$ cat config.mk
export PLATFORM = sky130hd
export DESIGN_NAME = alu_arbiter
export DESIGN_NICKNAME = d
export VERILOG_FILES = /design/src/rtl/alu_arb_pkg.sv /design/src/rtl/rr_arbiter.sv /design/src/rtl/alu_arbiter.sv
export SDC_FILE = /design/constraint.sdc
export NUM_CORES = 1
export LEC_CHECK = 0
export BUFFER_PORTS_ARGS = -buffer_cell sky130_fd_sc_hd__buf_2
export CORE_UTILIZATION = 48
export CTS_CLUSTER_DIAMETER = 60
export DETAILED_ROUTE_END_ITERATION = 10
export PLACE_DENSITY_LB_ADDON = 0.05
export SETUP_SLACK_MARGIN = 0.02
export SKIP_LAST_GASP = 1
export SLEW_MARGIN = 20
export SYNTH_ARGS = -nofsm -noshare
export SYNTH_HDL_FRONTEND = slang
export SYNTH_SLANG_ARGS = --single-unit
$ cat constraint.sdc
create_clock -name clk -period 4.4 [get_ports clk]
set_input_delay 0.88 -clock clk [delete_from_list [all_inputs] [get_ports clk]]
set_output_delay 0.88 -clock clk [all_outputs]
set_load 0.01 [all_outputs]
$ cat src/rtl/alu_arb_pkg.sv
// Shared types and constants for the ALU round-robin arbiter.
// Opcode encoding matches the shared ALU instance.
package alu_arb_pkg;

  typedef enum logic [1:0] {
    IDLE,
    ISSUE,
    WAIT,
    RESP
  } state_t;

  localparam logic [2:0] OP_NOP = 3'd0;
  localparam logic [2:0] OP_ADD = 3'd1;
  localparam logic [2:0] OP_AND = 3'd2;
  localparam logic [2:0] OP_XOR = 3'd3;

  localparam int RES_W = 16;
  localparam int OPD_W = 8;

  function automatic logic is_nop(
    input logic [2:0] op
  );
    return op == OP_NOP;
  endfunction

endpackage

$ cat src/rtl/rr_arbiter.sv
// Combinational round-robin arbiter: search from ptr upward modulo N.
// Produces a one-hot grant and its index; zero grant when idle.
module rr_arbiter
  import alu_arb_pkg::*;
#(
  parameter int N = 4
) (
  input  logic [N-1:0]         req,
  input  logic [$clog2(N)-1:0] ptr,
  output logic [N-1:0]         grant,
  output logic [$clog2(N)-1:0] grant_id
);

  localparam int IW = $clog2(N);

  always_comb begin
    logic [IW-1:0] idx;
    logic          found;
    grant    = '0;
    grant_id = '0;
    found    = 1'b0;
    idx      = '0;
    for (int i = 0; i < N; i++) begin
      idx = IW'((int'(ptr) + i) % N);
      if (!found && req[idx]) begin
        found      = 1'b1;
        grant[idx] = 1'b1;
        grant_id   = idx;
      end
    end
  end

endmodule

$ cat src/rtl/alu_arbiter.sv
// Shares one ALU among NUM_REQ requesters with round-robin grants.
// Owns start/done handshaking, local NOP completion and the wait timeout.
module alu_arbiter
  import alu_arb_pkg::*;
#(
  parameter int NUM_REQ = 4,
  parameter int TIMEOUT = 64
) (
  input  logic                       clk,
  input  logic                       rst,
  input  logic [NUM_REQ-1:0]         req_valid,
  output logic [NUM_REQ-1:0]         req_ready,
  input  logic [NUM_REQ*OPD_W-1:0]   req_a,
  input  logic [NUM_REQ*OPD_W-1:0]   req_b,
  input  logic [NUM_REQ*3-1:0]       req_opcode,
  output logic                       rsp_valid,
  input  logic                       rsp_ready,
  output logic [$clog2(NUM_REQ)-1:0] rsp_id,
  output logic [RES_W-1:0]           rsp_result,
  output logic                       rsp_err,
  output logic [OPD_W-1:0]           alu_a,
  output logic [OPD_W-1:0]           alu_b,
  output logic [2:0]                 alu_opcode,
  output logic                       alu_start,
  input  logic [RES_W-1:0]           alu_result,
  input  logic                       alu_done
);

  localparam int IW = $clog2(NUM_REQ);
  localparam int CW = $clog2(TIMEOUT + 1);

  state_t            state;
  state_t            state_nxt;
  logic [IW-1:0]     rr_ptr;
  logic [IW-1:0]     grant_id;
  logic [NUM_REQ-1:0] grant;
  logic [CW-1:0]     wait_cnt;
  logic              grant_fire;
  logic              timed_out;
  logic [OPD_W-1:0]  sel_a;
  logic [OPD_W-1:0]  sel_b;
  logic [2:0]        sel_op;

  rr_arbiter #(
    .N(NUM_REQ)
  ) u_arb (
    .req      (req_valid),
    .ptr      (rr_ptr),
    .grant    (grant),
    .grant_id (grant_id)
  );

  assign sel_a      = req_a[grant_id*OPD_W +: OPD_W];
  assign sel_b      = req_b[grant_id*OPD_W +: OPD_W];
  assign sel_op     = req_opcode[grant_id*3 +: 3];
  assign grant_fire = (state == IDLE) && (|req_valid);
  assign timed_out  = (wait_cnt == CW'(TIMEOUT - 1));

  always_ff @(posedge clk or posedge rst) begin
    if (rst) state <= IDLE;
    else     state <= state_nxt;
  end

  always_comb begin
    state_nxt = state;
    unique case (state)
      IDLE:  if (grant_fire)
               state_nxt = is_nop(sel_op) ? RESP : ISSUE;
      ISSUE: state_nxt = WAIT;
      WAIT:  if (alu_done || timed_out)
               state_nxt = RESP;
      RESP:  if (rsp_ready)
               state_nxt = IDLE;
      default: state_nxt = IDLE;
    endcase
  end

  // req_ready is gated by rst so it reads zero while reset is held
  always_comb begin
    req_ready = '0;
    alu_start = 1'b0;
    rsp_valid = 1'b0;
    unique case (state)
      IDLE:  req_ready = rst ? '0 : grant;
      ISSUE: alu_start = 1'b1;
      RESP:  rsp_valid = 1'b1;
      default: ;
    endcase
  end

  always_ff @(posedge clk or posedge rst) begin
    if (rst) begin
      alu_a      <= '0;
      alu_b      <= '0;
      alu_opcode <= '0;
      rsp_id     <= '0;
      rsp_result <= '0;
      rsp_err    <= 1'b0;
      rr_ptr     <= '0;
      wait_cnt   <= '0;
    end else begin
      if (grant_fire) begin
        alu_a      <= sel_a;
        alu_b      <= sel_b;
        alu_opcode <= sel_op;
        rsp_id     <= grant_id;
        rsp_result <= '0;
        rsp_err    <= 1'b0;
        rr_ptr     <= (int'(grant_id) == NUM_REQ - 1) ?
                      '0 : grant_id + 1'b1;
      end
      if (state == ISSUE)
        wait_cnt <= '0;
      // done beats a same-cycle timeout
      if (state == WAIT) begin
        wait_cnt <= wait_cnt + 1'b1;
        if (alu_done) begin
          rsp_result <= alu_result;
        end else if (timed_out) begin
          rsp_result <= '0;
          rsp_err    <= 1'b1;
        end
      end
    end
  end

endmodule

==> impl_metrics.tcl <==
set metrics [dict create \
    fin_crit_ns 3.75 \
    vias 2928 \
    fin_ws_ns 0.653 \
    final_cell_mix "buf_2, nand2_1, dfrtp_1, o21ai_1, nor2_1" \
    async_reset_ff_share_pct 100 \
    setup_violations 0 \
    ys_seq_area_share_pct 38.1 \
    clockBufferDepth 2 \
    avgSynthCellArea_um2 9.41 \
    globalplace.congestion 0.847 \
    r2r_setup_slack_ns 0.89 \
    drt_pass1_iterations 8 \
    antennaDiodeCount 0 \
    holdCritStartpoint "rsp_id[1]$_DFFE_PP0P_" \
    viasPerCell 5.30 \
    postLayoutCoreUtil_pct 62.6 \
    hold_buffers 0 \
    drt_wl_total_um 7880 \
    p_leak_uw 0.00205 \
    min_period_over_period_pct 85.1 \
    fin_hold_ws_ns 0.485 \
    syn_nets 455 \
    place_hpwl_um 6000 \
    area_growth_pct 25.0 \
    criticalPathCategory "flip-flop to primary output" \
    hold_depth 2 \
    r2r_start "rr_ptr[0]$_DFFE_PP0P_" \
    hold-path-endpoint "rsp_id[1]$_DFFE_PP0P_" \
    worstRegToRegCells 9 \
    grt_pass1_wl_um 12700 \
    startpoint_type "flip-flop" \
    hp-class "flip-flop to flip-flop" \
    grt_antenna_before_repair 1 \
    worstMarginPinSlew_ns 1.02 \
    cts.sinks 49 \
    cts-root-buf "clkbuf_8" \
    dp_slack_ns 0.770 \
    final_nets 587 \
    worstSetupEndpointType "primary output" \
    num_io_pins 144 \
    max_cap_violations 0 \
    clock_skew_ns 0.00747 \
    yosysWarningCount 0 \
    htree_levels 2 \
    grt_pass1_vias 2771 \
    status "finished with violations" \
    synth_area_mm2 0.00322 \
    synth_seq_cells 49 \
    post_cts_buffers 0 \
    drt_iter0_markers 111 \
    die-area_mm2 0.00703 \
    relSlewSlack_pct 32.1 \
    grt_max_degree 50 \
    synthCells 342 \
    crit_fanout 11 \
    grt.total_usage_pct 22.5 \
    final_common_cell "buf_2" \
    grt_overflow 0 \
    synth.distinct_cells 47 \
    violations "design-rule violations" \
    cts_tree "built" \
    synth-edff-count 0 \
    ctsResizeCount 0 \
    max_freq_mhz 267 \
    rsz0062_at_grt "false" \
    io_buffers 143 \
    rows 29 \
    ant_nets 0 \
    timing.rr.end "alu_a[4]$_DFFE_PP0P_" \
    power.density_mw_per_mm2 719 \
    synthFlopType "dfrtp_1" \
    path_clk_slew_ns 0.08 \
    critPathArrivalTime_ns 2.87 \
    cts_buffers 5 \
    ir_drop_mv 0.356 \
    drc 18 \
    required_ns 3.52 \
    totalNegativeSetupSlack_ns 0 \
    routedWlPerCell_um 14.3 \
    fp.dieH_um 83.9 \
    clk-insertion-delay-late_ns 0.30 \
    slew_violations 0 \
    start_util_pct 50.1 \
    core-area_mm2 0.00642 \
    total_power_uw 2890 \
    die_w_um 83.9 \
    hold_viol 0 \
    drive_gt1_share_pct 39.2 \
]
-- worst max-delay path, stage by stage (launching register included) --
cell	delay (ns)
dfrtp_1	0.59
inv_1	0.23
ha_1	0.40
mux4_2	0.45
and2b_1	0.39
a22oi_1	0.11
nor2_1	0.11
a221oi_1	0.05
nor2_1	0.10
buf_2	0.13
-- synth_stat cells, types with 2 or more instances --
| master | instances | share of area (%) |
|---|---|---|
| a2111oi_0 | 2 | 0.54 |
| a211oi_1 | 2 | 0.47 |
| a21oi_1 | 8 | 1.2 |
| a221oi_1 | 4 | 1.1 |
| a22o_1 | 16 | 4.4 |
| a22oi_1 | 5 | 1.2 |
| buf_1 | 2 | 0.23 |
| buf_2 | 5 | 0.78 |
| buf_6 | 2 | 0.70 |
| buf_8 | 3 | 1.4 |
| clkbuf_1 | 11 | 1.3 |
| dfrtp_1 | 49 | 38 |
| ha_1 | 13 | 5.1 |
| inv_1 | 9 | 1.1 |
| mux2_2 | 21 | 7.4 |
| mux2i_1 | 22 | 6.8 |
| mux4_2 | 3 | 2.1 |
| nand2_1 | 51 | 6.0 |
| nand2b_1 | 5 | 0.97 |
| nand3_1 | 4 | 0.62 |
| nor2_1 | 26 | 3.0 |
| nor2b_1 | 5 | 0.97 |
| nor3_1 | 5 | 0.78 |
| nor4_1 | 2 | 0.39 |
| o21ai_0 | 9 | 1.4 |
| o21ai_1 | 32 | 5.0 |
| o22ai_1 | 3 | 0.58 |
| o31ai_1 | 4 | 0.93 |
-- registers in the layout (all words and copies together), names as in the netlist --
| name | flops |
|---|---|
| alu_a | 8 |
| rr_ptr | 2 |
| alu_b | 8 |
| rsp_err | 1 |
| rsp_id | 2 |
| rsp_result | 16 |
| state | 2 |
| wait_cnt | 7 |
| alu_opcode | 3 |
-- logic make-up (layout without fill, tap and decap cells) --
logic type | Yosys count | count (layout) | synth area share [%]
simple gates | 106 | 106 | 14.6
compound gates | 93 | 93 | 19.7
flops | 49 | 49 | 38.1
mux | 46 | 46 | 16.3
buf+inv | 33 | 166 | 5.68
fa+ha+maj | 13 | 13 | 5.06
xor+xnor | 2 | 2 | 0.545
-- area by class of cell --
cell class              count  area, um2
well taps                  77       96.3
clock inverters             1       7.51
flip-flops and latches     49       1230
repair buffers            149        761
multi-input cells         260       1820
fillers                   584       2400
inverters                   9       33.8
clock buffers               7       76.3
-- worst max path at each step --
stage / to / slack, ns / depth (start not counted) / from
floorplan: req_ready[0] / 1.03 / 11 / rr_ptr[0]$_DFFE_PP0P_
global placement: alu_a[4]$_DFFE_PP0P_ / 0.85 / 8 / req_valid[3]
detailed placement: alu_a[4]$_DFFE_PP0P_ / 0.77 / 8 / req_valid[3]
CTS: req_ready[2] / 0.64 / 9 / rr_ptr[0]$_DFFE_PP0P_
global route: req_ready[1] / 0.46 / 9 / rr_ptr[0]$_DFFE_PP0P_
finish: req_ready[2] / 0.65 / 9 / rr_ptr[0]$_DFFE_PP0P_
-- metrics by stage --
stage	cells	instance area (um2)
after global placement	544	3930
after CTS	552	4020
after global routing	552	4020
final	552	4020
after detailed placement	544	3930
after floorplan	342	3220
-- power by group --
| part | switching, uW | total (uW) | leakage, uW | internal [uW] |
|---|---|---|---|---|
| Sequential | 130 | 773 | 0.000631 | 644 |
| Clock | 148 | 261 | 0.0000385 | 113 |
| Combinational | 1050 | 1860 | 0.00138 | 807 |
-- per-layer routing --
layer	track usage, %	routed length (um)
met5	0	10
met4	6.90	111
met3	5.54	533
met2	37.9	3810
met1	28.6	3420
No activity file was read; power rests on OpenSTA's default activity.
